**src/rtl/ll_dma_host.sv**
```systemverilog
`timescale 1ns/1ps
// LocalLink DMA-side host: sources one TX frame and sinks/checks the echoed RX frame.
// Optional handshake throttling is enabled by defining LL_HOST_THROTTLE_EN.
//
// state  | meaning
// T_IDLE | no TX frame in flight
// T_HDR  | sending header words (SOF on word 0)
// T_PAY  | sending payload seed+k (SOP/EOP, REM on last)
// T_FTR  | sending zero footer words (EOF on last)
// R_IDLE | waiting for the first RX beat (must carry SOF+SOP)
// R_PAY  | checking echoed payload against seed+j
// R_TRL  | counting trailer beats, capturing status and length
// R_DONE | RX frame closed, waiting for TX to finish
module ll_dma_host #(
    parameter int HDR_WORDS = 8,
    parameter int FLAG_IDX  = 4,
    parameter int LEN_IDX   = 5,
    parameter int FTR_WORDS = 8,
    parameter int STS_IDX   = 3,
    parameter int RLEN_IDX  = 4
) (
    input  logic        CPMDMALLCLK,
    input  logic        CPMDMALLRSTN,
    input  logic        start,
    input  logic [2:0]  op,
    input  logic [31:0] len,
    input  logic [31:0] seed,
    output logic        busy,
    output logic        done,
    output logic        err,
    output logic [15:0] mis_cnt,
    output logic        cpl_status,
    output logic [31:0] rlen,
    output logic [31:0] DMALLTXD,
    output logic [3:0]  DMALLTXREM,
    output logic        DMALLTXSOFN,
    output logic        DMALLTXEOFN,
    output logic        DMALLTXSOPN,
    output logic        DMALLTXEOPN,
    output logic        DMALLTXSRCRDYN,
    input  logic        LLDMATXDSTRDYN,
    input  logic [31:0] LLDMARXD,
    input  logic [3:0]  LLDMARXREM,
    input  logic        LLDMARXSOFN,
    input  logic        LLDMARXEOFN,
    input  logic        LLDMARXSOPN,
    input  logic        LLDMARXEOPN,
    input  logic        LLDMARXSRCRDYN,
    output logic        DMALLRXDSTRDYN
);
    typedef enum logic [1:0] {T_IDLE, T_HDR, T_PAY, T_FTR} tx_state_t;
    typedef enum logic [1:0] {R_IDLE, R_PAY, R_TRL, R_DONE} rx_state_t;

    tx_state_t   tx_state, tx_nxt;
    rx_state_t   rx_state, rx_nxt;
    logic [29:0] tx_cnt, rx_cnt, nw_q;
    logic [7:0]  trl_cnt;
    logic [2:0]  op_q;
    logic [31:0] len_q, seed_q;
    logic [3:0]  exp_rem;
    logic [31:0] byte_mask, exp_word;
    logic        start_ok, done_w, tx_beat, rx_beat, pay_last, rx_err, mis_inc;
    logic        tx_active, rx_rdy;

    assign start_ok  = start & ~busy;
    assign done_w    = busy & (tx_state == T_IDLE) & (rx_state == R_DONE);
    assign done      = done_w;
    assign tx_active = (tx_state != T_IDLE);
    assign rx_rdy    = busy & (rx_state != R_DONE);
    assign tx_beat   = ~DMALLTXSRCRDYN & ~LLDMATXDSTRDYN;
    assign rx_beat   = ~LLDMARXSRCRDYN & ~DMALLRXDSTRDYN;
    assign pay_last  = (tx_cnt == nw_q - 30'd1);

`ifdef LL_HOST_THROTTLE_EN
    logic [15:0] lfsr;
    always_ff @(posedge CPMDMALLCLK or negedge CPMDMALLRSTN) begin
        if (!CPMDMALLRSTN) lfsr <= 16'hACE1;
        else               lfsr <= {lfsr[0] ^ lfsr[2] ^ lfsr[3] ^ lfsr[5], lfsr[15:1]};
    end
    assign DMALLTXSRCRDYN = ~tx_active | lfsr[0];
    assign DMALLRXDSTRDYN = ~rx_rdy | lfsr[5];
`else
    assign DMALLTXSRCRDYN = ~tx_active;
    assign DMALLRXDSTRDYN = ~rx_rdy;
`endif

    // REM bit 0 masks byte [31:24], so partial words keep their low bytes
    always_comb begin
        case (len_q[1:0])
            2'd0:    exp_rem = 4'b0000;
            2'd1:    exp_rem = 4'b0111;
            2'd2:    exp_rem = 4'b0011;
            default: exp_rem = 4'b0001;
        endcase
    end

    always_comb begin
        tx_nxt      = tx_state;
        DMALLTXD    = 32'd0;
        DMALLTXREM  = 4'd0;
        DMALLTXSOFN = 1'b1;
        DMALLTXEOFN = 1'b1;
        DMALLTXSOPN = 1'b1;
        DMALLTXEOPN = 1'b1;
        case (tx_state)
            T_IDLE: if (start_ok && len != 32'd0) tx_nxt = T_HDR;
            T_HDR: begin
                DMALLTXSOFN = (tx_cnt != 30'd0);
                if (tx_cnt == 30'(FLAG_IDX))     DMALLTXD = {op_q, 29'd0};
                else if (tx_cnt == 30'(LEN_IDX)) DMALLTXD = len_q;
                if (tx_beat && tx_cnt == 30'(HDR_WORDS - 1)) tx_nxt = T_PAY;
            end
            T_PAY: begin
                DMALLTXD    = seed_q + {2'b00, tx_cnt};
                DMALLTXSOPN = (tx_cnt != 30'd0);
                DMALLTXEOPN = ~pay_last;
                DMALLTXREM  = pay_last ? exp_rem : 4'd0;
                if (tx_beat && pay_last) tx_nxt = T_FTR;
            end
            default: begin
                DMALLTXEOFN = (tx_cnt != 30'(FTR_WORDS - 1));
                if (tx_beat && tx_cnt == 30'(FTR_WORDS - 1)) tx_nxt = T_IDLE;
            end
        endcase
    end

    always_ff @(posedge CPMDMALLCLK or negedge CPMDMALLRSTN) begin
        if (!CPMDMALLRSTN) begin
            tx_state <= T_IDLE;
            tx_cnt   <= 30'd0;
        end else begin
            tx_state <= tx_nxt;
            if (tx_nxt != tx_state) tx_cnt <= 30'd0;
            else if (tx_beat)       tx_cnt <= tx_cnt + 30'd1;
        end
    end

    assign exp_word  = seed_q + {2'b00, rx_cnt};
    assign byte_mask = LLDMARXEOPN ? 32'hFFFF_FFFF :
                       {{8{~exp_rem[0]}}, {8{~exp_rem[1]}}, {8{~exp_rem[2]}}, {8{~exp_rem[3]}}};

    always_comb begin
        rx_nxt  = rx_state;
        rx_err  = 1'b0;
        mis_inc = 1'b0;
        case (rx_state)
            R_IDLE, R_PAY: begin
                if (rx_state == R_IDLE && start_ok && len == 32'd0) begin
                    rx_nxt = R_DONE;
                end else if (rx_beat) begin
                    if (rx_state == R_IDLE) begin
                        if (LLDMARXSOFN || LLDMARXSOPN) rx_err = 1'b1;
                        rx_nxt = R_PAY;
                    end else if (!LLDMARXSOFN) begin
                        rx_err = 1'b1;
                    end
                    if (|((LLDMARXD ^ exp_word) & byte_mask)) begin
                        mis_inc = 1'b1;
                        rx_err  = 1'b1;
                    end
                    if (!LLDMARXEOPN) begin
                        rx_nxt = R_TRL;
                        if (rx_cnt + 30'd1 != nw_q || LLDMARXREM != exp_rem) rx_err = 1'b1;
                    end
                end
            end
            R_TRL: if (rx_beat) begin
                if (!LLDMARXSOFN) rx_err = 1'b1;
                if (trl_cnt == 8'(STS_IDX) && LLDMARXD[31:29] != op_q) rx_err = 1'b1;
                if (trl_cnt == 8'(RLEN_IDX) && LLDMARXD != len_q) rx_err = 1'b1;
                if (!LLDMARXEOFN) begin
                    rx_nxt = R_DONE;
                    if (trl_cnt < 8'(RLEN_IDX)) rx_err = 1'b1;
                end
            end
            default: if (done_w) rx_nxt = R_IDLE;
        endcase
    end

    always_ff @(posedge CPMDMALLCLK or negedge CPMDMALLRSTN) begin
        if (!CPMDMALLRSTN) begin
            rx_state   <= R_IDLE;
            rx_cnt     <= 30'd0;
            trl_cnt    <= 8'd0;
            cpl_status <= 1'b0;
            rlen       <= 32'd0;
        end else begin
            rx_state <= rx_nxt;
            if (start_ok) begin
                rx_cnt  <= 30'd0;
                trl_cnt <= 8'd0;
            end else if (rx_beat) begin
                if (rx_state == R_IDLE || rx_state == R_PAY) rx_cnt <= rx_cnt + 30'd1;
                if (rx_state == R_TRL) begin
                    if (trl_cnt != 8'hFF) trl_cnt <= trl_cnt + 8'd1;
                    if (trl_cnt == 8'(STS_IDX))  cpl_status <= LLDMARXD[28];
                    if (trl_cnt == 8'(RLEN_IDX)) rlen <= LLDMARXD;
                end
            end
        end
    end

    always_ff @(posedge CPMDMALLCLK or negedge CPMDMALLRSTN) begin
        if (!CPMDMALLRSTN) begin
            busy    <= 1'b0;
            err     <= 1'b0;
            mis_cnt <= 16'd0;
            op_q    <= 3'd0;
            len_q   <= 32'd0;
            seed_q  <= 32'd0;
            nw_q    <= 30'd0;
        end else if (start_ok) begin
            busy    <= 1'b1;
            err     <= (len == 32'd0);
            mis_cnt <= 16'd0;
            op_q    <= op;
            len_q   <= len;
            seed_q  <= seed;
            nw_q    <= 30'((len + 32'd3) >> 2);
        end else begin
            if (done_w) busy <= 1'b0;
            if (rx_err) err <= 1'b1;
            if (mis_inc && mis_cnt != 16'hFFFF) mis_cnt <= mis_cnt + 16'd1;
        end
    end
endmodule

```
**config.mk**
```make
export PLATFORM = sky130hd
export DESIGN_NAME = ll_dma_host
export DESIGN_NICKNAME = d
export VERILOG_FILES = /design/src/rtl/ll_dma_host.sv
export SDC_FILE = /design/constraint.sdc
export NUM_CORES = 1
export LEC_CHECK = 0
export CAP_MARGIN = 5
export CELL_PAD_IN_SITES_DETAIL_PLACEMENT = 1
export CELL_PAD_IN_SITES_GLOBAL_PLACEMENT = 2
export CORE_ASPECT_RATIO = 0.7
export CORE_MARGIN = 2
export CORE_UTILIZATION = 34
export CTS_CLUSTER_DIAMETER = 30
export DETAILED_ROUTE_END_ITERATION = 10
export PLACE_DENSITY = 0.91
export SYNTH_ARGS = -nofsm -noshare
export SYNTH_HDL_FRONTEND = slang
export SYNTH_SLANG_ARGS = --single-unit
```
**constraint.sdc**
```tcl
create_clock -name CPMDMALLCLK -period 5.17 [get_ports CPMDMALLCLK]
set_input_delay 0.7755 -clock CPMDMALLCLK [delete_from_list [all_inputs] [get_ports CPMDMALLCLK]]
set_output_delay 0.7755 -clock CPMDMALLCLK [all_outputs]
set_load 0.02 [all_outputs]
```
After elaboration in Yosys (flattened, before gate mapping) --
Index checks and enable logic that the tools add are counted.
Operators by class: add/sub/neg operators 8, eq/ne operators 26, bitwise operators 19, multiplexer cells 57, order comparisons 1, reduce and logical (&&, ||, !) cells 35
Operators with widths (count):
- 30-bit 2-to-1 mux | 5
- 32-bit 2-to-1 mux | 3
- 30-bit by 3-bit == test with 1-bit output, second input constant | 3
- 32-bit by 30-bit adder with 32-bit output | 2
- 32-bit one-hot mux with 2 select lines | 1
- 30-bit by 1-bit adder with 30-bit output, second input constant | 2
- 32-bit by 2-bit adder with 32-bit output, second input constant | 1
- 32-bit AND | 1
- 32-bit zero test | 1
- 16-bit 2-to-1 mux | 2
- 8-bit 2-to-1 mux | 4
- 32-bit != test | 1
- 32-bit nonzero test | 1
- 32-bit OR reduction | 1
- 32-bit bitwise XOR | 1
- 30-bit == test | 1
- 30-bit by 3-bit != test with 1-bit output, second input constant | 1
- 30-bit != test | 1
- 30-bit nonzero test | 1
- 30-bit by 1-bit subtractor with 30-bit output, second input constant | 1
- 1-bit 2-to-1 mux | 25
- 2-bit 2-to-1 mux | 11
- 2-bit nonzero test | 9
- 16-bit by 1-bit adder with 16-bit output, second input constant | 1
- other kinds (32) | 66
Storage, ports and cells: output and inout port bits 94, word-level logic and storage cells 160, bits of input ports 112, register bits after elaboration 220

Logic depth before layout (Yosys ltp) --
Gate-level depths: netlist (run 1).
depth after elaboration 14, gate-level depth with buffers 16

Worst setup path before layout (run 1) --
Ideal clock, no wire load.
path kind flip-flop to output port, start point register nw_q[0], end point output DMALLTXREM[0], setup slack 864 ps, stages on the path, launching flop included 13, arrival time 3530 ps, cells stage by stage dfrtp_1 -> inv_1 -> ha_1 -> or4b_1 -> buf_2 -> or2_1 -> or4_4 -> or4_1 -> o21ai_1 -> nand3_1 -> nor4b_1 -> nand3_1 -> nor2_1
On the way: longest elaborated chain between the ends 4
Ends and longest elaborated chain:
- start: declaration | RTL line 56 | logic [29:0] tx_cnt, rx_cnt, nw_q;
- start signal: assignment | RTL line 219 | nw_q <= 30'((len + 32'd3) >> 2);
- 30-bit by 1-bit subtractor with 30-bit output | RTL line 72 | assign pay_last = (tx_cnt == nw_q - 30'd1);
- 30-bit == test | RTL line 72
- 4-bit 2-to-1 mux | RTL line 117 | DMALLTXREM = pay_last ? exp_rem : 4'd0;
- 4-bit 2-to-1 mux | RTL line 105 | case (tx_state)
- end: declaration | RTL line 35 | output logic [3:0] DMALLTXREM,
Every way passes these cells.

Worst setup path after layout (run 1) --
start point register tx_cnt[19], end point output DMALLTXD[7]
On the way: longest elaborated chain between the ends 4, elaborated cells on any way between the ends 5, those cells by class 2 x eq/ne; 3 x mux
Ends and longest elaborated chain:
- start: declaration | RTL line 56
- start signal: assignment | RTL line 134 | else if (tx_beat) tx_cnt <= tx_cnt + 30'd1;
- 30-bit by 3-bit == test with 1-bit output | RTL line 110 | else if (tx_cnt == 30'(LEN_IDX)) DMALLTXD = len_q;
- 32-bit 2-to-1 mux | RTL line 110
- 32-bit 2-to-1 mux (*) | RTL line 109 | if (tx_cnt == 30'(FLAG_IDX)) DMALLTXD = {op_q, 29'd0};
- 32-bit one-hot mux with 2 select lines (*) | RTL line 105
- end: declaration | RTL line 34 | output logic [31:0] DMALLTXD,
Mark *: on every way between the ends. The rest lies on a longest branch, timed or not.

==> summary.md, run 1 <==
| Metric | Value |
|---|---|
| Status | completed |
| Via count | 17400 |
| First-pass GRT wire length | 115000 microns |
| Main synth FF type | dfrtp_1 |
| Die Width | 269 microns |
| Layout area overhead | 28.6% |
| Largest net degree at the start of global routing | 109 |
| Antenna violations before repair | 2 |
| RD Place Congestion | 0.948 |
| Ant diodes | 0 |
| Die Y | 189 microns |
| Final Hold Viols | 0 |
| Root Driver | clkbuf_16 |
| Startpoint types | flop |
| Layout cells sized above 1 | 0.0987 |
| Synth Warn # | 0 |
| Final net count | 2437 |
| Post-route insts no fill | 2944 |
| Clock skew | 0.0250 ns |
| Worst Path Required | 4.39 ns |
| Slew headroom | 0.285 |
| WL/cell | 26.6 microns |
| PortBufs | 204 |
| Cell Area, Synth | 16700 sq um |
| Row count | 67 |
| Setup violations, final | 0 |
| Clock sink count | 220 |
| Max Clock Freq | 196 MHz |
| Tcrit/Tclk final | 0.985 |
| Post-CTS Hold Buffers | 0 |
| Syn avg cell area | 8.23 sq um |
| Die ar. | 51000 sq um |
| WL final | 78400 microns |
| DRC Markers | 0 |
| Peak supply drop | 0.288 mV |
| Clock slew at reported path FFs | 0.06 ns |
| CTS H-tree depth | 2 |
| Ys async rst share | 1.00 |
| Critical path type | reg2out |
| Later-pin clock latency in the skew report | 0.59 ns |
| Worst Path Arrival | 4.32 ns |
| Worst Tran Pin Value | 1.07 ns |
| Yosys cell types | 79 |
| Placed Cells incl. Taps | 2848 |
| Register bit total from synthesis | 220 |
| Syn nets | 2220 |
| CTS tree | built |
| # IOs | 206 |
| Min Tclk post-route | 5.09 ns |
| Vias per cell | 5.92 |
| Number of nets with antenna violations after routing | 0 |
| Number of buffers created by CTS | 50 |
| Starting density of the core | 0.347 |
| Number of flops mapped to enable cells by yosys | 0 |
| Pwr dens | 500 nW/um^2 |
| GRT Util Overall | 0.305 |
| Max-cap viol count | 0 |
| Register area share after synthesis | 0.330 |
| Final Cell Area | 21500 sq um |
| Fin util | 0.446 |
| Max clock buf depth | 3 |
| Max Slew Vio Count | 0 |
| DP Wirelength | 61500 microns |
| Crit end category | output port |
| Drt initial violations | 1780 |
| Drt pass-1 iters | 7 |
| CP Max Fanout | 16 |
| Synth Instances | 2031 |
| Leak | 9.30 nW |
| Grt total ovfl | 0 |
| Vias in the first global route | 17200 |
| Core area | 48200 sq um |
| Worst Hold Class | in2async |
| Placed Area | 19600 sq um |
final cells by class:
type / instances / area, sq um
Clock buffer: 59 / 1330
Inverter: 40 / 150
Tap cell: 655 / 820
Sequential cell: 220 / 5510
Clock inverter: 34 / 422
Fill cell: 5691 / 26700
Timing Repair Buffer: 263 / 2510
Multi-Input combinational cell: 1673 / 10700
synthesized netlist by cell type, drive strengths merged, types with 15 or more instances:
| master | count | area (sq um) |
|---|---|---|
| a21o | 27 | 203 |
| a21oi | 95 | 475 |
| a22oi | 28 | 210 |
| a31oi | 20 | 125 |
| and3 | 25 | 156 |
| buf | 21 | 129 |
| clkbuf | 77 | 289 |
| dfrtp | 220 | 5510 |
| ha | 75 | 938 |
| inv | 40 | 150 |
| mux2 | 37 | 417 |
| nand2 | 351 | 1320 |
| nand3 | 62 | 310 |
| nand4 | 44 | 275 |
| nor2 | 141 | 529 |
| nor2b | 33 | 206 |
| nor3 | 40 | 205 |
| nor4 | 49 | 319 |
| o211ai | 15 | 113 |
| o21ai | 138 | 691 |
| o31ai | 35 | 263 |
| or3 | 16 | 100 |
| xnor2 | 129 | 1130 |
| xor2 | 134 | 1170 |
per-layer routing:
layer / share of wire / wire length [microns] / global-route usage / vias to the layer above
li1: - / - / - / 7669
met1: 0.47 / 36800 / 0.469 / 8860
met2: 0.41 / 31800 / 0.426 / 803
met3: 0.11 / 8380 / 0.0736 / 95
met4: 0.018 / 1420 / 0.0571 / 2
met5: 0.00017 / 13 / 0 / -
flip-flops by register name, indices dropped and copies added, names as in the netlist, 2 cells and up:
name      flops
nw_q         30
tx_state      2
seed_q       32
op_q          3
rx_state      2
mis_cnt      16
len_q        32
trl_cnt       8
rx_cnt       30
rlen         32
tx_cnt       30
report_power, final:
part           total, mW  internal, mW  switching (mW)
Sequential          2.95          2.17           0.782
Combinational       4.43          1.65            2.78
Clock               3.36          2.17            1.20
Total               10.7          5.99            4.76
kinds of logic after synthesis:
| group | count (synthesis) | synth area share |
|---|---|---|
| xor gates and xnor gates | 263 | 0.138 |
| adders and majority gates | 77 | 0.0586 |
| muxes | 47 | 0.0309 |
| AOI/OAI and AO/OA | 452 | 0.172 |
| other | 1 | 0.000224 |
| buffers and inverters | 138 | 0.0340 |
| and+or+nand+nor | 833 | 0.237 |
| DFF | 220 | 0.330 |
stage by stage:
step / setup slack, ns / total power, mW / hold WS (ns) / TNS, ns
floorplan: 0.864 / 5.29 / 0.476 / 0
global placement: 0.316 / 6.98 / 0.490 / 0
detailed placement: 0.191 / 7.14 / 0.496 / 0
CTS: 0.00395 / 10.6 / 0.163 / 0
global route: -0.0311 / 11.2 / 0.182 / -0.0553
finish: 0.0791 / 10.7 / 0.144 / 0
final timing paths:
path / endpoint / cells after the start / slack (ns) / start
setup reg to reg: mis_cnt[1] / 14 / 0.33 / rx_cnt[0]
max in group asynchronous: nw_q[19] / 2 / 3.86 / CPMDMALLRSTN
hold / removal: rx_cnt[11] / 1 / 0.14 / CPMDMALLRSTN
setup / recovery: DMALLTXD[7] / 10 / 0.08 / tx_cnt[19]
hold reg to reg: rlen[21] / 1 / 0.50 / rlen[21]
min in group CPMDMALLCLK: rlen[21] / 1 / 0.50 / rlen[21]
worst max-delay path, cell delays in order, from the launching register on:
cell,delay [ns]
dfrtp_1,0.42
buf_4,0.19
nor4_1,0.39
nand4_1,0.34
nor3_2,0.33
and3_2,0.34
and2_1,0.34
buf_4,0.30
a22oi_1,0.16
nor2b_1,0.28
clkdlybuf4s50_1,0.66
cell usage in the layout (no fill, tap or decap), types with 10 or more instances in the layout:
cell type        instances
o31ai_1                 35
o211ai_1                15
a22oi_1                 28
a31oi_1                 20
or4_1                   12
clkdlybuf4s50_1        195
ha_1                    74
dfrtp_1                219
clkbuf_16               51
inv_1                   40
nand4_1                 44
xor2_1                 134
mux2_2                  37
buf_4                   56
nand3_1                 61
or3_1                   16
nand2_1                351
nor3_1                  37
and2_1                  13
mux2i_1                 10
nor2_1                 139
and3_1                  24
nor4_1                  44
o21bai_1                11
a21oi_1                 93
o21ai_0                129
nor2b_1                 32
xnor2_1                129
a211oi_1                12
a21o_1                  27
what timing repair did:
item,4_1_cts,5_1_grt
setup buffers,2,1
cloned,0,0
setup endpoints to repair,24,22
resized for setup,25,21
pin swaps,2,3
Note: power is estimated with default switching activity, not from simulation.
==> run 2, diff against run 1 <==
- SKIP_CTS_REPAIR_TIMING: not set -> 1
==> summary.md, run 2 (synthesis results as in run 1) <==
| Metric | Value |
|---|---|
| CTS tree | built |
| Post-route insts no fill | 2942 (-0.068%) |
| CTS H-tree depth | 2 (unchanged) |
| Critical path type | reg2out |
| PortBufs | 204 (unchanged) |
| Root Driver | clkbuf_16 |
| Worst Path Required | 4.39 ns (about the same) |
| Vias per cell | 5.90 (-0.32%) |
| Clock slew at reported path FFs | 0.06 ns (about the same) |
| Fillers | 5686 (-0.088%) |
| GRT Util Overall | 0.304 (-0.000308) |
| WL final | 78300 microns (-0.11%) |
| Vias in the first global route | 17200 (-0.029%) |
| Post-Place Setup Slack | 0.191 ns (unchanged) |
| RD Place Congestion | 0.948 (unchanged) |
| CP Max Fanout | 6 (-10) |
| Drt initial violations | 1844 (+3.6%) |
| Worst hold margin | 0.141 ns (-0.00254 ns) |
| Antenna violations before repair | 2 (unchanged) |
| Core area | 48200 sq um (unchanged) |
| Setup violations, final | 0 (unchanged) |
| Slew headroom | 0.269 (-0.0159) |
| Drt pass-1 iters | 6 (-1) |
| Row count | 67 (unchanged) |
| Number of buffers created by CTS | 50 (unchanged) |
| Max Slew Vio Count | 0 (unchanged) |
| Layout cells sized above 1 | 0.0958 (-0.00297) |
| Final WS setup | 0.0612 ns (-0.0179 ns) |
| Largest net degree at the start of global routing | 109 (unchanged) |
| Via count | 17400 (-0.38%) |
| Biggest regs | len_q (32), rlen (32), seed_q (32) |
| Max Clock Freq | 196 MHz (-0.35%) |
| Power Total | 10.7 mW (-0.27%) |
| Tcrit/Tclk final | 0.988 (+0.00347) |
| WL/cell | 26.6 microns (about the same) |
| Die ar. | 51000 sq um (unchanged) |
| Fin util | 0.445 (about the same) |
| Worst Hold Class | in2async |
| DRC Markers | 0 (unchanged) |
| Clock sink count | 220 (unchanged) |
| Crit end category | output port |
| # IOs | 206 (unchanged) |
| Final net count | 2435 (-0.082%) |
| Die Y | 189 microns (unchanged) |
| Placed Area | 19600 sq um (unchanged) |
| Clock skew | 0.0274 ns (+0.00235 ns) |
| Final Cell Area | 21500 sq um (about the same) |
| DP Wirelength | 61500 microns (unchanged) |
| Pwr dens | 499 nW/um^2 (-0.20%) |
| Highest-count cells in the layout ignoring fill and taps | 351 x nand2_1, 219 x dfrtp_1, 194 x clkdlybuf4s50_1 |
| Worst Tran Pin Value | 1.09 ns (+0.0154 ns) |
| Grt total ovfl | 0 (unchanged) |
| First-pass GRT wire length | 115000 microns (about the same) |
| Layout area overhead | 28.5% (about the same) |
| Status | completed |
| Ant diodes | 0 (unchanged) |
| Number of nets with antenna violations after routing | 0 (unchanged) |
| Later-pin clock latency in the skew report | 0.59 ns (about the same) |
| Starting density of the core | 0.347 (unchanged) |
| Worst Path Arrival | 4.33 ns (about the same) |
| Placed Cells incl. Taps | 2848 (unchanged) |
| Peak supply drop | 0.287 mV (-0.11%) |
| Die Width | 269 microns (unchanged) |
| Min Tclk post-route | 5.11 ns (+0.0179 ns) |
| Total Neg Setup Slack | 0 ns (unchanged) |
| Startpoint types | flop |
| RSZ-0062 raised after global routing | true |
| Max-cap viol count | 0 (unchanged) |
| Most common cell after layout, fill and taps aside | nand2_1 |
| Final Hold Viols | 0 (unchanged) |
| Leak | 9.36 nW (+0.67%) |
| Max clock buf depth | 3 (unchanged) |
-- run 2: cell count changes in the layout (fill, tap and decap cells not counted), sizes merged --
cell | before | now
dlygate4sd2 | 2 | 0
clkdlybuf4s50 | 195 | 194
buf | 63 | 58
dlymetal6s2s | 1 | 7
clkdlybuf4s15 | 1 | 0
clkbuf | 60 | 61
-- run 2: power by group --
group,switching [mW],internal [mW]
Combinational,2.76,1.64
Sequential,0.782,2.17
Clock,1.20,2.17
Total,4.74,5.97
-- run 2: layout make-up --
cell class	instances	area [sq um]	area share
repair buffers	261	2530	0.118
well taps	655	820	0.0382
flip-flops and latches	220	5510	0.256
clock buffers	59	1330	0.0618
inverters	40	150	0.00699
multi-input cells	1673	10700	0.499
clock inverters	34	422	0.0196
-- run 2: path summary, 6_finish.rpt --
path / slack (ns) / from / cells after the start / to
max in group asynchronous: 3.86 / CPMDMALLRSTN / 2 / nw_q[20]
hold / removal: 0.14 / CPMDMALLRSTN / 1 / rx_cnt[12]
hold reg to reg: 0.50 / rlen[21] / 1 / rlen[21]
setup / recovery: 0.06 / seed_q[10] / 13 / DMALLTXD[31]
setup reg to reg: 0.29 / rx_cnt[0] / 14 / mis_cnt[1]
min in group CPMDMALLCLK: 0.50 / rlen[21] / 1 / rlen[21]
-- run 2: per-layer routing --
metal | wire (microns) | GRT usage
met4 | 1510 | 0.0577
met1 | 36600 | 0.467
met3 | 8560 | 0.0762
met2 | 31600 | 0.426
met5 | 13 | 0
-- run 2: worst max-delay path, cell delays in order (launching register included) --
cell and delay (ns):
dfrtp_1 0.49, ha_1 0.43, a21o_1 0.17, a21o_1 0.12, a21oi_1 0.08, o21ai_0 0.28
a221oi_2 0.11, o21ai_0 0.19, a31oi_1 0.08, a211o_1 0.32, o21ai_2 0.29, a2111oi_2 0.12
or3b_2 0.50, clkdlybuf4s50_1 0.56
==> run 3, diff against run 2 <==
==> constraint.sdc (replaced) <==
create_clock -name CPMDMALLCLK -period 5.17 [get_ports CPMDMALLCLK]
set_input_delay 1.034 -clock CPMDMALLCLK [delete_from_list [all_inputs] [get_ports CPMDMALLCLK]]
set_output_delay 1.034 -clock CPMDMALLCLK [all_outputs]
set_load 0.02 [all_outputs]
==> summary.md, run 3 (synthesis results as in run 1) <==
| Metric | Value |
|---|---|
| Clock slew at reported path FFs | 0.06 ns (about the same) |
| Tcrit/Tclk final | 1.02 (+0.0291) |
| Placed Area | 19800 sq um (+0.84%) |
| Layout area overhead | 31.1% |
| Final Hold Viols | 0 (unchanged) |
| Final Cell Area | 21900 sq um (+2.0%) |
| Max clock buf depth | 3 (unchanged) |
| Leak | 9.73 nW (+3.9%) |
| Area of the multi-input gates | 10800 sq um (+0.81%) |
| WL/cell | 27.0 microns (+1.3%) |
| PortBufs | 204 (unchanged) |
| Clock sink count | 220 (unchanged) |
| Min Tclk post-route | 5.26 ns (+0.150 ns) |
| RD Place Congestion | 0.986 (+4.1%) |
| CTS tree | built |
| Power Total | 11.1 mW (+3.3%) |
| First-pass GRT wire length | 118000 microns (+2.6%) |
| Starting density of the core | 0.347 (unchanged) |
| Worst Path Required | 4.14 ns (-0.25 ns) |
| Startpoint types | flop |
| DP Wirelength | 61800 microns (+0.36%) |
| DRC Markers | 0 (unchanged) |
| Row count | 67 (unchanged) |
| Failing checks | setup timing |
| Layout cells sized above 1 | 0.115 (+0.0192) |
| Fin util | 0.454 (+0.00906) |
| Via count | 17600 (+1.5%) |
| Core area | 48200 sq um (unchanged) |
| Drt pass-1 iters | 5 (-1) |
| Total Neg Setup Slack | -0.193 ns (-0.193 ns) |
| Critical path type | reg2out |
| Clock skew | 0.0289 ns (+0.00152 ns) |
| Highest-count cells in the layout ignoring fill and taps | 351 x nand2_1, 218 x dfrtp_1, 183 x clkdlybuf4s50_1 |
| Die Y | 189 microns (unchanged) |
| Vias per cell | 5.94 (+0.62%) |
| # IOs | 206 (unchanged) |
| Grt total ovfl | 0 (unchanged) |
| Status | finished with violations |
| Max Slew Vio Count | 0 (unchanged) |
| WL final | 80000 microns (+2.2%) |
| Root Driver | clkbuf_16 |
| Number of buffers created by CTS | 51 (+2.0%) |
| Worst path cell trace | buf_4 > nor4_1 > nand3_1 > nor3_2 > and3_1 > and2_1 > buf_4 > a22oi_1 > nor2b_1 > clkdlybuf4s50_1 |
| Worst Tran Pin Value | 0.987 ns (-0.101 ns) |
| CP Max Fanout | 21 (+15) |
| Most common cell on crit path | buf_4 |
| Final net count | 2461 (+1.1%) |
| Worst hold margin | 0.462 ns (+0.321 ns) |
| Vias in the first global route | 17800 (+3.6%) |
| Fillers | 5621 (-1.1%) |
| Peak supply drop | 0.312 mV (+8.4%) |
| Biggest regs | len_q (32), rlen (32), seed_q (32) |
| Post-route insts no fill | 2969 (+0.92%) |
| GRT Util Overall | 0.312 (+0.00738) |
| Flip-flop and latch area | 5510 sq um (about the same) |
| Die Width | 269 microns (unchanged) |
| Worst Hold Class | in2async |
| Number of nets with antenna violations after routing | 0 (unchanged) |
| Later-pin clock latency in the skew report | 0.60 ns (about the same) |
| Slew headroom | 0.337 (+0.0676) |
| Crit end category | output port |
| Antenna violations before repair | 7 (+5) |
| Largest net degree at the start of global routing | 105 (-3.7%) |
| Final WS setup | -0.0892 ns (-0.150 ns) |
| Most common cell after layout, fill and taps aside | nand2_1 |
| CTS H-tree depth | 2 (unchanged) |
| Worst Path Arrival | 4.23 ns (-0.10 ns) |
| Die ar. | 51000 sq um (unchanged) |
| CP max stage delay | 0.68 ns (+0.12 ns) |
| Drt initial violations | 1804 (-2.2%) |
| Critical path's slowest cell | nor4_1 |
| Pwr dens | 505 nW/um^2 (+1.3%) |
| Setup violations, final | 5 (+5) |
| Post-Place Setup Slack | -0.00604 ns (-0.197 ns) |
| Placed Cells incl. Taps | 2870 (+0.77%) |
| Max Clock Freq | 190 MHz (-2.9%) |
| Max-cap viol count | 0 (unchanged) |
run 3: routing by layer:
metal | part of all wire | global-route usage | vias to the layer above
li1 | - | - | 7721
met5 | 0.00016 | 0 | -
met3 | 0.10 | 0.0698 | 114
met4 | 0.020 | 0.0703 | 2
met2 | 0.41 | 0.441 | 878
met1 | 0.47 | 0.475 | 8915
run 3: power breakdown:
group | leakage (nW) | switching (mW) | internal (mW)
clock | 0.909 | 1.19 | 2.44
combinational | 5.93 | 2.82 | 1.70
sequential | 2.89 | 0.751 | 2.17
run 3: final timing paths:
check	slack [ns]	depth (start not counted)	from	to
worst max-delay path	-0.09	10	tx_cnt[9]	DMALLTXD[7]
max in group asynchronous	3.60	2	CPMDMALLRSTN	trl_cnt[4]
worst min-delay path	0.46	1	CPMDMALLRSTN	rx_cnt[7]
worst max register to register	0.38	15	rx_cnt[0]	mis_cnt[7]
worst min register to register	0.51	1	rlen[10]	rlen[10]
min in group CPMDMALLCLK	0.51	1	rlen[10]	rlen[10]
run 3: critical path: cells and delay by family, from the launching register on:
| kind | cells | cell delay (ns) |
|---|---|---|
| buf+inv | 3 | 1.14 |
| flops | 1 | 0.39 |
| simple gates | 6 | 1.96 |
| compound gates | 1 | 0.13 |
run 3: final cells by class:
type                    count  area share
multi-input cells        1673       0.493
flip-flops and latches    220       0.251
repair buffers            286       0.124
clock buffers              64      0.0642
well taps                 655      0.0374
clock inverters            30      0.0225
inverters                  40     0.00685
diodes                      1    0.000114
==> edit 1: new RTL, settings of run 2 <==
Add a define of `LL_HOST_THROTTLE_EN`.
--- a/src/rtl/ll_dma_host.sv
+++ b/src/rtl/ll_dma_host.sv
@@ -11,6 +11,8 @@
 // R_PAY  | checking echoed payload against seed+j
 // R_TRL  | counting trailer beats, capturing status and length
 // R_DONE | RX frame closed, waiting for TX to finish
+`define LL_HOST_THROTTLE_EN
+
 module ll_dma_host #(
     parameter int HDR_WORDS = 8,
     parameter int FLAG_IDX  = 4,
Check against the original RTL: not equivalent (a bounded check fails within 4 cycles, from zero or initial values and one cycle with CPMDMALLRSTN low).
==> edit 1 against run 2 <==
Power increased by 8.9%. Sequential share of layout area is 0.71 points higher. Cell area up 4.6%. Setup slack better by 0.053 ns. Wire length down 3.7%. Area after synthesis is 3.8% higher. Global-route usage decreased by 2.4 points. Combinational power is 8.0% higher. Final cell count is 3.0% higher. Sequential cell count rose by 16. Largest cell class unchanged. Largest power group unchanged. Highest routed layer unchanged.
==> edit 1: results (changes against run 2) <==
| Metric | Value |
|---|---|
| Max incr delay on CP | 0.54 ns (-0.02 ns) |
| DRT met1 WL | 33.9 mm (-7.3%) |
| Worst Clk Skew | 0.0420 ns (+0.0146 ns) |
| CP max-delay cell | or4_4 |
| Placed inst area | 0.0203 mm2 (+3.2%) |
| Psw | 4.92 mW (+3.7%) |
| Num CTS Buffers | 59 (+18%) |
| DR WL met3 | 6.86 mm (-20%) |
| Clk. pwr | 3.80 mW (+13%) |
| Vias in the first global route | 17793 (+3.3%) |
| Initial antenna violation count | 4 (+2) |
| Ranking of synthesized cells by area | dfrtp_1, nand2_1, xnor2_1, ha_1, xor2_1 |
| Slew headroom | 0.153 (-0.116) |
| Leak | 9.72 nW (+3.8%) |
| Post-DP HPWL | 57.8 mm (-6.0%) |
| Buffering overhead | 0.112 (-0.00541) |
| Met1 Use GR | 0.384 (-0.0825) |
| CP max FO | 5 (-1) |
| Status | completed |
| Met2 wire length | 32.3 mm (+2.0%) |
| Maximum VDD drop | 0.000321 V (+12%) |
| GRT Total Usage | 0.280 (-0.0239) |
| Fin nets | 2495 (+2.5%) |
| Vias/cell | 5.77 (-2.2%) |
| Tapcells | 674 (+2.9%) |
| Comb_multi_in | 1708 (+2.1%) |
| First-pass GRT wire length | 112 mm (-2.8%) |
| Synthesized flop and latch total | 236 (+7.3%) |
| 1st-iter DRT viols | 1598 (-13%) |
| Seq pwr share | 0.267 (-0.009) |
| Fraction of area in registers | 0.264 (+0.00708) |
| Antenna Cells | 1 (+1) |
| Internal | 6.75 mW (+13%) |
| Met2 Usage GRT | 0.422 (-0.00335) |
| Layout cells sized above 1 | 0.107 (+0.0117) |
| Non-Clock Buffer Count | 260 (-0.38%) |
| Syn Nets | 2286 (+3.0%) |
| Detailed Routing Iterations Pass 1 | 5 (-1) |
| Crit path DAT | 4.28 ns (-0.05 ns) |
edit 1: changes by cell type after synthesis, moves of 11 or more:
cell	delta
xnor2_1	+18
nor4_1	-12
nand4_1	+12
clkbuf_1	+21
nor2_1	+11
xor2_1	-30
o31ai_1	-11
o21a_1	+16
edit 1: worst paths after layout:
kind	cells after the start	slack (ns)	end	start
max in group asynchronous	2	3.81	mis_cnt[9]	CPMDMALLRSTN
hold reg to reg	0	0.35	lfsr[11]	lfsr[12]
setup / recovery	15	0.11	DMALLTXREM[0]	nw_q[1]
hold / removal	1	0.16	rx_cnt[2]	CPMDMALLRSTN
min in group CPMDMALLCLK	0	0.35	lfsr[11]	lfsr[12]
setup reg to reg	13	0.43	mis_cnt[14]	rx_cnt[2]
edit 1: cells by family after synthesis:
family,count (synthesis),share of synthesized area
buffers and inverters,153,0.0349
other,1,0.000216
AOI/OAI and AO/OA,471,0.174
DFF,236,0.341
and+or+nand+nor,860,0.236
muxes,47,0.0297
xor gates and xnor gates,252,0.128
adders and majority gates,77,0.0564
==> edit 2: new RTL, flow settings as in run 2 <==
Made on the original files. Register the output `DMALLTXD`; this adds one clock of latency there. The other outputs are not delayed to match.
--- a/src/rtl/ll_dma_host.sv
+++ b/src/rtl/ll_dma_host.sv
@@ -51,6 +51,8 @@
     typedef enum logic [1:0] {T_IDLE, T_HDR, T_PAY, T_FTR} tx_state_t;
     typedef enum logic [1:0] {R_IDLE, R_PAY, R_TRL, R_DONE} rx_state_t;
 
+    logic [31:0] DMALLTXD_d;
+
     tx_state_t   tx_state, tx_nxt;
     rx_state_t   rx_state, rx_nxt;
     logic [29:0] tx_cnt, rx_cnt, nw_q;
@@ -96,7 +98,7 @@
 
     always_comb begin
         tx_nxt      = tx_state;
-        DMALLTXD    = 32'd0;
+        DMALLTXD_d  = 32'd0;
         DMALLTXREM  = 4'd0;
         DMALLTXSOFN = 1'b1;
         DMALLTXEOFN = 1'b1;
@@ -106,12 +108,12 @@
             T_IDLE: if (start_ok && len != 32'd0) tx_nxt = T_HDR;
             T_HDR: begin
                 DMALLTXSOFN = (tx_cnt != 30'd0);
-                if (tx_cnt == 30'(FLAG_IDX))     DMALLTXD = {op_q, 29'd0};
-                else if (tx_cnt == 30'(LEN_IDX)) DMALLTXD = len_q;
+                if (tx_cnt == 30'(FLAG_IDX))     DMALLTXD_d = {op_q, 29'd0};
+                else if (tx_cnt == 30'(LEN_IDX)) DMALLTXD_d = len_q;
                 if (tx_beat && tx_cnt == 30'(HDR_WORDS - 1)) tx_nxt = T_PAY;
             end
             T_PAY: begin
-                DMALLTXD    = seed_q + {2'b00, tx_cnt};
+                DMALLTXD_d  = seed_q + {2'b00, tx_cnt};
                 DMALLTXSOPN = (tx_cnt != 30'd0);
                 DMALLTXEOPN = ~pay_last;
                 DMALLTXREM  = pay_last ? exp_rem : 4'd0;
@@ -223,5 +225,9 @@
             if (mis_inc && mis_cnt != 16'hFFFF) mis_cnt <= mis_cnt + 16'd1;
         end
     end
+    always_ff @(posedge CPMDMALLCLK) begin
+        DMALLTXD <= DMALLTXD_d;
+    end
+
 endmodule
 
Formal check against the unedited RTL: same outputs for any inputs over 4 cycles, from zero or initial values and one cycle with CPMDMALLRSTN low; that may be too few to reach the edited logic, so the function may still have changed.
==> edit 2 against run 2 <==
Clock power rose by 45%. Worst hold slack gained 0.071 ns. Setup slack better by 0.068 ns. Area after synthesis rose by 4.3%. Global-route usage is 3.4 points lower. Critical path type unchanged. Cell area grew 6.9%. Sequential share of layout area increased by 1.1 points. Register-to-register slack gained 0.10 ns. Combinational power grew 11%. Sequential cell count increased by 32. Via count shrank 0.88%. Wire length shrank 7.1%. Power rose by 22%.
==> edit 2: results (changes against run 2) <==
| Metric | Value |
|---|---|
| IO buf count | 204 (unchanged) |
| Leak | 10.0 nW (+6.9%) |
| Post-DP HPWL | 54.5 mm (-11%) |
| Clk_lat worst skew | 0.60 ns |
| Antenna Cells | 0 (unchanged) |
| Vias in the first global route | 17664 (+2.6%) |
| Pin count of the biggest net entering global routing | 106 (-2.8%) |
| Fin nets | 2480 (+1.8%) |
| Ys Warns | 0 (unchanged) |
| Final GP Congestion | 0.902 (-4.8%) |
| Clock-pin slew on the worst setup and hold paths | 0.05 ns |
| Vias/cell | 5.70 (-3.4%) |
| Layout cells sized above 1 | 0.113 (+0.0172) |
| Ranking of synthesized cells by area | dfrtp_1, nand2_1, xnor2_1, xor2_1, ha_1 |
| Worst Clk Skew | 0.0161 ns (-0.0113 ns) |
| Post-synth ARST share | 0.873 (-0.127) |
| Syn Nets | 2275 (+2.5%) |
| H-tree depth | 3 (+1) |
| Status | completed |
| Clk root buf | clkbuf_16 |
| Initial antenna violation count | 6 (+4) |
| Placed insts | 2895 (+1.7%) |
| Minimum clock period | 5.04 ns (-0.0683 ns) |
| Seq/Total Area, Yosys | 0.353 (+0.0230) |
| Crit path DAT | 4.27 ns (-0.06 ns) |
| First-pass GRT wire length | 110 mm (-4.6%) |
| GRT Total Usage | 0.270 (-0.0339) |
| Maximum VDD drop | 0.000574 V (+100%) |
| Worst slack, placed | 0.185 ns (-0.00583 ns) |
| CTS max path bufs | 3 (unchanged) |
| CP max FO | 5 (-1) |
| Final WL | 72.8 mm (-7.1%) |
| Detailed Routing Iterations Pass 1 | 8 (+2) |
| Synth Area per Inst | 8.36 um2 (+1.6%) |
| Non-filler cells in the finished layout | 3020 (+2.7%) |
| Num CTS Buffers | 68 (+36%) |
| Worst Hold Class | input port to async pin |
| Most frequent cells after synthesis | nand2_1, dfrtp_1, o21ai_0 |
| Placed inst area | 0.0203 mm2 (+3.2%) |
| Setup slack, reg-to-reg | 0.39 ns (+0.10 ns) |
| Slew headroom | 0.141 (-0.129) |
| Cell variety after synth | 81 (+2.5%) |
| 1st-iter DRT viols | 1621 (-12%) |
| Commonest register cell after synthesis | dfrtp_1 |
## edit 2: cell types whose count changed after synthesis, moves of 7 or more
cell	run 2	this run
dfxtp_1	0	32
nor2_2	0	29
clkbuf_1	77	101
nand2_1	351	369
nor2_1	141	127
xor2_1	134	123
a21oi_1	95	85
nor4_1	47	38
nand2b_1	9	16
## edit 2: power by group
part	switching, mW	leakage (nW)	total, mW	internal (mW)
sequential	0.735	3.15	3.28	2.54
combinational	2.95	5.60	4.89	1.95
clock	1.49	1.27	4.88	3.39
total	5.17	10.0	13.1	7.88
## edit 2: cell type report
cell class / instances / area [um2]
multi-input cells: 1681 / 10700
clock buffers: 84 / 1860
inverters: 38 / 143
repair buffers: 250 / 2450
flip-flops and latches: 252 / 6150
fillers: 5819 / 27700
clock inverters: 41 / 758
well taps: 674 / 843
## edit 2: logic make-up after synthesis
group / share of synthesized area
mux: 0.0318
xor+xnor: 0.128
buf+inv: 0.0353
other cells: 0.000215
compound gates: 0.163
fa+ha+maj: 0.0561
simple gates: 0.233
flops: 0.353
## edit 2: path summary, 6_finish.rpt
| check | start | endpoint | cells after the start |
|---|---|---|---|
| worst max register to register | rx_cnt[10] | mis_cnt[7] | 13 |
| worst min-delay path | CPMDMALLRSTN | rx_cnt[2] | 1 |
| min in group CPMDMALLCLK | mis_cnt[8] | mis_cnt[8] | 1 |
| max in group asynchronous | CPMDMALLRSTN | nw_q[14] | 2 |
| worst max-delay path | nw_q[0] | DMALLTXEOPN | 9 |
| worst min register to register | mis_cnt[8] | mis_cnt[8] | 1 |
## edit 2: critical path, cell delays in order (launching register included)
cell and delay [ns]:
dfrtp_2 0.43, or4_4 0.59, or4_4 0.50, or3_4 0.38
or3b_1 0.39, a311oi_2 0.27, nor2_1 0.08, or4_4 0.59
buf_4 0.21, dlymetal6s2s_1 0.21
## edit 2: stage by stage
stage | hold WS, ns | setup TNS (ns)
after floorplan | 0.476 | 0
final | 0.213 | 0
after global routing | 0.275 | 0
after detailed placement | 0.487 | 0
after global placement | 0.480 | 0
after CTS | 0.302 | -1.79
## edit 2: metal layers
layer | vias up | wire [um] | part of all wire | GRT usage
met3 | 123 | 5920 | 0.081 | 0.0645
met5 | - | 0 | 0 | 0
met4 | 0 | 2060 | 0.028 | 0.0827
met1 | 8613 | 33300 | 0.46 | 0.383
met2 | 714 | 31500 | 0.43 | 0.406
li1 | 7760 | - | - | -
